<file path="src/rtl/mips_pkg.sv">
// mips_pkg: shared multiplier types and sizing for the mult_sequencer block.
package mips_pkg;
  localparam int MULT_WIDTH = 32;
  localparam int MULT_STEPS = 32;
  typedef enum logic [1:0] {IDLE, RUN, FIX, DONE} mult_state_e;
endpackage

</file>
<file path="src/rtl/mult_sequencer_if.sv">
// mult_sequencer_if: pipeline-to-multiplier request and hi/lo result bundle.
interface mult_sequencer_if;
  logic                            start_mult;
  logic                            mult_sign;
  logic [mips_pkg::MULT_WIDTH-1:0] src_a;
  logic [mips_pkg::MULT_WIDTH-1:0] src_b;
  logic                            hilo_read;
  logic [mips_pkg::MULT_WIDTH-1:0] hi;
  logic [mips_pkg::MULT_WIDTH-1:0] lo;
  logic                            busy;
  logic                            done;
  logic                            stall;
  modport master (output start_mult, mult_sign, src_a, src_b, hilo_read,
                  input  hi, lo, busy, done, stall);
  modport slave  (input  start_mult, mult_sign, src_a, src_b, hilo_read,
                  output hi, lo, busy, done, stall);
endinterface

</file>
<file path="src/rtl/mult_abs.sv">
// mult_abs: conditional absolute value; -2^31 maps to 2^31 read as unsigned.
module mult_abs
  import mips_pkg::*;
(
  input  logic [MULT_WIDTH-1:0] x,
  input  logic                  en,
  output logic [MULT_WIDTH-1:0] y
);
  assign y = (en && x[MULT_WIDTH-1]) ? -x : x;
endmodule

</file>
<file path="src/rtl/mult_sequencer.sv">
// mult_sequencer: iterative shift-add 32x32 multiplier feeding hi/lo registers.
// Define MULT_EARLY_TERM_EN to leave RUN as soon as the multiplier is exhausted.
module mult_sequencer
  import mips_pkg::*;
(
  input  logic            clk,
  input  logic            reset,
  mult_sequencer_if.slave bus
);
  localparam int CW = $clog2(MULT_STEPS);
  mult_state_e               state, state_n;
  logic [2*MULT_WIDTH-1:0]   mcand, acc;
  logic [MULT_WIDTH-1:0]     mplier, abs_a, abs_b, hi, lo;
  logic [CW-1:0]             count;
  logic                      neg, last, busy;
  mult_abs u_abs_a (.x(bus.src_a), .en(bus.mult_sign), .y(abs_a));
  mult_abs u_abs_b (.x(bus.src_b), .en(bus.mult_sign), .y(abs_b));
`ifdef MULT_EARLY_TERM_EN
  // remaining multiplier bits after this step's shift are all zero
  assign last = count == CW'(MULT_STEPS - 1) || mplier[MULT_WIDTH-1:1] == '0;
`else
  assign last = count == CW'(MULT_STEPS - 1);
`endif
  always_ff @(posedge clk or posedge reset)
    if (reset) state <= IDLE;
    else       state <= state_n;
  always_comb begin
    state_n = state;
    case (state)
      IDLE:    if (bus.start_mult) state_n = RUN;
      RUN:     if (last) state_n = FIX;
      FIX:     state_n = DONE;
      default: state_n = IDLE;
    endcase
  end
  always_ff @(posedge clk or posedge reset)
    if (reset) begin
      mcand  <= '0;
      mplier <= '0;
      acc    <= '0;
      neg    <= 1'b0;
      count  <= '0;
      hi     <= '0;
      lo     <= '0;
    end else if (state == IDLE && bus.start_mult) begin
      mcand  <= {{MULT_WIDTH{1'b0}}, abs_a};
      mplier <= abs_b;
      acc    <= '0;
      neg    <= bus.mult_sign & (bus.src_a[MULT_WIDTH-1] ^ bus.src_b[MULT_WIDTH-1]);
      count  <= '0;
    end else if (state == RUN) begin
      if (mplier[0]) acc <= acc + mcand;
      mcand  <= mcand << 1;
      mplier <= mplier >> 1;
      count  <= count + CW'(1);
    end else if (state == FIX) begin
      {hi, lo} <= neg ? -acc : acc;
    end
  assign busy      = state == RUN || state == FIX;
  assign bus.busy  = busy;
  assign bus.done  = state == DONE;
  assign bus.stall = busy & (bus.hilo_read | bus.start_mult);
  assign bus.hi    = hi;
  assign bus.lo    = lo;
endmodule

</file>
<file path="src/flat_wrapper.sv">
// flat-port wrapper written by rule: the top's interface ports become plain ports
module mult_sequencer_flat import mips_pkg::*;
  (clk, reset, bus_start_mult, bus_mult_sign, bus_src_a, bus_src_b, bus_hilo_read, bus_hi, bus_lo, bus_busy, bus_done, bus_stall);
  mult_sequencer_if bus_i ();
  input  logic clk;
  input  logic reset;
  input wire logic [$bits(bus_i.start_mult)-1:0] bus_start_mult;
  input wire logic [$bits(bus_i.mult_sign)-1:0] bus_mult_sign;
  input wire logic [$bits(bus_i.src_a)-1:0] bus_src_a;
  input wire logic [$bits(bus_i.src_b)-1:0] bus_src_b;
  input wire logic [$bits(bus_i.hilo_read)-1:0] bus_hilo_read;
  output wire logic [$bits(bus_i.hi)-1:0] bus_hi;
  output wire logic [$bits(bus_i.lo)-1:0] bus_lo;
  output wire logic [$bits(bus_i.busy)-1:0] bus_busy;
  output wire logic [$bits(bus_i.done)-1:0] bus_done;
  output wire logic [$bits(bus_i.stall)-1:0] bus_stall;
  assign bus_i.start_mult = bus_start_mult;
  assign bus_i.mult_sign = bus_mult_sign;
  assign bus_i.src_a = bus_src_a;
  assign bus_i.src_b = bus_src_b;
  assign bus_i.hilo_read = bus_hilo_read;
  assign bus_hi = bus_i.hi;
  assign bus_lo = bus_i.lo;
  assign bus_busy = bus_i.busy;
  assign bus_done = bus_i.done;
  assign bus_stall = bus_i.stall;
  mult_sequencer u_core (.clk(clk), .reset(reset), .bus(bus_i));
endmodule
</file>
<file path="config.mk">
export PLATFORM = sky130hd
export DESIGN_NAME = mult_sequencer_flat
export DESIGN_NICKNAME = d
export VERILOG_FILES = /design/src/rtl/mips_pkg.sv /design/src/rtl/mult_sequencer_if.sv /design/src/rtl/mult_abs.sv /design/src/rtl/mult_sequencer.sv /design/src/flat_wrapper.sv
export SDC_FILE = /design/constraint.sdc
export NUM_CORES = 1
export LEC_CHECK = 0
export ABC_AREA = 0
export CORE_MARGIN = 1
export CORE_UTILIZATION = 30
export CTS_BUF_LIST = sky130_fd_sc_hd__clkbuf_16
export DETAILED_ROUTE_END_ITERATION = 6
export PLACE_DENSITY_LB_ADDON = 0.25
export SYNTH_ARGS = -nofsm -noshare
export SYNTH_HDL_FRONTEND = slang
export SYNTH_HIERARCHICAL = 1
export SYNTH_SLANG_ARGS = --single-unit
</file>
<file path="constraint.sdc">
create_clock -name clk -period 23 [get_ports clk]
set_clock_uncertainty 0.05 [all_clocks]
set_input_delay 4.6 -clock clk [delete_from_list [all_inputs] [get_ports clk]]
set_output_delay 4.6 -clock clk [all_outputs]
set_load 0.02 [all_outputs]
</file>
== Yosys cells after proc, flatten, opt, wreduce, memory -nomap -nowiden ==
Cells that the tools add are included.

* Add/subtract/negate cells: 5
* Eq/ne operators: 6
* Multiplexer cells: 15
* Bitwise gates (word level): 6
* Reduce and logical (&&, ||, !) cells: 10

{| class="wikitable"
|+ Operators by type and width
! operator !! number
|-
| two-way mux 64 bit || 6
|-
| two-way mux 32 bit || 4
|-
| adder 64 bit || 1
|-
| negator 32 bit || 2
|-
| negator 64 bit || 1
|-
| two-way mux 5 bit || 2
|-
| case mux 2 bit (3 select lines) || 1
|-
| adder 5 x 1 -> 5 bit, second input constant || 1
|-
| equality test 5 bit, second input constant || 1
|-
| equality test 2 bit, second input constant || 2
|-
| two-way mux 2 bit || 2
|-
| AND reduction 2 bit || 2
|-
| nonzero test 2 bit || 2
|-
| logical AND 1 bit || 3
|-
| AND reduction 3 bit || 1
|-
| bitwise AND 1 bit || 2
|-
| equality test 2 x 1 -> 1 bit, second input constant || 1
|-
| zero test 2 bit || 1
|-
| != test 2 x 1 -> 1 bit, second input constant || 1
|-
| != test 2 bit, second input constant || 1
|-
| NOT 1 bit || 2
|-
| logical OR 1 bit || 1
|-
| OR 1 bit || 1
|-
| bitwise XOR 1 bit || 1
|}

* Register bits: 232
* Input bits: 69
* Output and inout port bits: 67
* Logic and storage cells: 50

== Longest topological paths before layout ==
* Depth in word-level cells: 4
* Mapped depth: 11
* Mapped depth without buffers: 11

== Hierarchy ==
Netlist, hierarchy kept.

{| class="wikitable"
|+ By module, submodules not included
! module !! times used !! cells each !! area an instance (µm²) !! sequential area each (µm²)
|-
| mult_sequencer || 1 || 1,651 || 14,538.9 || 5,805.6
|-
| mult_abs || 2 || 97 || 664.4 || 0.0
|}

== Worst setup path after synthesis ==
OpenSTA, ideal clock, no wires.

* Kind: input -> output
* From: input bus_start_mult
* To: output bus_stall
* Arrival: 4.836 ns
* Required time: 18.350 ns
* Slack: 13.514 ns
* Cell stages on the path: 1
* Path buffers: 0
* Path through: o21a_1

* Cells in the longest elaborated chain, start to end: 2

{| class="wikitable"
|+ Ends and longest elaborated chain
! element !! line !! text
|-
| from (decl) || flat_wrapper.sv:7 || <nowiki>input wire logic [$bits(bus_i.start_mult)-1:0] bus_start_mult;</nowiki>
|-
| OR 1 bit || mult_sequencer.sv:62 || <nowiki>assign bus.stall = busy & (bus.hilo_read | bus.start_mult);</nowiki>
|-
| bitwise AND 1 bit || mult_sequencer.sv:62 ||
|-
| to (decl) || flat_wrapper.sv:16 || <nowiki>output wire logic [$bits(bus_i.stall)-1:0] bus_stall;</nowiki>
|}

No other way between the ends.

== Worst setup path in the final report ==
Ends and elaborated chain as after synthesis.

==> out/results.tsv <==
metric	value	unit
max_slew.worst_pin.slew	1122	ps
synth_top_cells_by_area	dfrtp_1, mux2i_1, a21oi_1	
post_cts_resized	0	
io_pins	136	
crit_required	18350	ps
stdcell_count	2623	
drv_slew	0	
clkSinkCount	232	
postSynthAreaPerCell	8.600	um^2
synth_area	15870	um^2
synth_top_area_frac	0.3659	
grt_overflow	0	
hp-class	reg -> reg	
vdd_drop_max	56.53	uV
final_cell_mix	nand2_1, dfrtp_1, a21oi_1, nor2_1, o21ai_0	
cts_setup_buffers	0	
min_period	10490	ps
setup_viol	0	
cts_tree	built	
cts_hold_buf	0	
synth_nets	1987	
hold_slack	455.8	ps
cp_max_fo	3	
drt-total-wl	44690	um
clkTransAtPathRegs	50	ps
rsz0062_at_grt	false	
postRouteAntennaNets	0	
r2r_slack	18390	ps
vias_per_cell	5.232	
cp_slowest_stage_delay	590	ps
hpwl	32840	um
critPathArrivalTime	5840	ps
die-area	53820	um^2
antenna_found_initial	7	
vias	13720	
nets	2060	
initial_utilization	0.3062	
grt_pass1_wl	72720	um
timing.critical_path.cells	clkdlybuf4s50_1 -> o21a_1 -> clkdlybuf4s50_1	
numPortBuffers	135	
crit_type	in -> out	
drt_iter0_drc	813	
synth-async-reset-ratio	1.000	
crit_path_frequent_cell	clkdlybuf4s50_1	
final_hold_viol_count	0	
cts_buffers	29	
post-route-cell-area	18720	um^2
status	complete, no violations	
die_w	232.0	um
p_leak	7.856	nW
synth-edff-count	0	
cap_viol_max_count	0	
fin_crit_sh	0.4562	
fp.dieH	232.0	um
fmax	95.30	MHz
route.detailed.drc	0	
synth-main-ff-cell	dfrtp_1	
coreArea	51820	um^2
crit_buf_inv	2	
power_density	124.5	nW/um^2
cts_buffer_depth	3	
nFillCells	5310	
yosysSeqAreaShare	0.3659	
ys_warn_count	6	
end_kind	primary output	
slew_headroom	0.2518	
place.gp.congestion	0.8793	
grt_usage	0.1658	
synthesis.instances	1845	
wl_per_cell	17.04	um
num_rows	83	
start_kind	input port	
grt_pass1_vias	13260	
synth_top_area_cell	dfrtp_1	
ctsRootBufferMaster	clkbuf_16	
grt_max_degree	112	
placed_area	17780	um^2
crit_slowest_cell	clkdlybuf4s50_1	
drive_above_1_share	0.04848	
areaGrowthSynthToFinish	17.97	%
fin_tns_setup	0	ps
cts_max_level	1	
synth_seq_cells	232	
drtPass1Iterations	5	
cp_top_family	buffers and inverters	
dp.cells	2567	
insertion_delay	570	ps
synth_cell_types	80	
-- through the flow --
step	total power [mW]	setup slack (ps)	utilization
2_1_floorplan	1.509	11990	-
3_3_place_gp	1.864	12510	0.3431
3_5_place_dp	1.887	12490	0.3431
4_1_cts	2.352	12490	0.3610
5_1_grt	2.513	12460	0.3611
6_report	2.330	12510	0.3612
-- report_power, final --
part	internal, mW	leakage, nW	total, mW	switching (mW)
clock	0.271	0.475	0.453	0.182
sequential	0.559	2.96	0.700	0.141
combinational	0.487	4.42	1.18	0.691
-- layer usage --
layer  global-route usage  vias to the layer above  wire, um
li1                     -                     6789         -
met1               0.2480                     6534     22520
met2               0.2464                      340     18730
met3              0.02345                       58      2550
met4              0.04359                        2       882
met5                    0                        -        17
-- area by class of cell --
| class | count | area [um^2] | share of cell area |
|---|---|---|---|
| Clock buffer | 29 | 725.7 | 0.03877 |
| Multi-Input combinational cell | 1470 | 9533 | 0.5093 |
| Timing Repair Buffer | 146 | 1434 | 0.07660 |
| Tap cell | 680 | 850.8 | 0.04545 |
| Inverter | 39 | 153.9 | 0.008221 |
| Clock inverter | 23 | 205.2 | 0.01096 |
| Sequential cell | 232 | 5807 | 0.3102 |
| Antenna cell | 4 | 10.01 | 0.0005347 |
-- Yosys cell counts, drive strengths merged, types with 12 or more instances --
cell and instances:
o21bai 18, inv 39, o21ai 159, nor3 25
xor2 85, mux2i 99, a21o 29, buf 18
ha 72, dfrtp 232, a21oi 190, nand2 231
o31ai 46, nand3 18, xnor2 79, clkbuf 86
or3 29, a211oi 18, nor2 163, and2 14
o41ai 12, nand4 22, or4 17
-- worst paths after layout --
check / endpoint / cells past startpoint / startpoint
setup reg to reg: u_core/acc[60] / 11 / u_core/acc[0]
setup / recovery: bus_stall / 3 / bus_start_mult
hold reg to reg: u_core/bus.hi[21] / 1 / u_core/bus.hi[21]
max in group asynchronous: u_core/neg / 3 / reset
min in group asynchronous: u_core/bus.lo[6] / 2 / reset
hold / removal: u_core/bus.hi[21] / 1 / u_core/bus.hi[21]
-- state kept, by name (all words and copies together) (netlist names) --
register / count
u_core/mplier: 32
u_core/acc: 64
u_core/bus.hi: 32
u_core/mcand: 64
u_core/bus.lo: 32
u_core/state: 2
u_core/neg: 1
u_core/count: 5
-- logic make-up (layout without fill, tap and decap cells) --
kind of cell	Yosys count	after routing	share of synthesized area
AO/OA/AOI/OAI	543	543	0.2088
XOR/XNOR	164	164	0.09052
adder cells (fa/ha/maj)	73	73	0.05803
buffers and inverters	143	237	0.03556
flip-flops	232	232	0.3659
multiplexers	102	102	0.06482
other	0	4	0
AND/OR/NAND/NOR	588	588	0.1764
No activity file was read; power rests on OpenSTA's default activity.
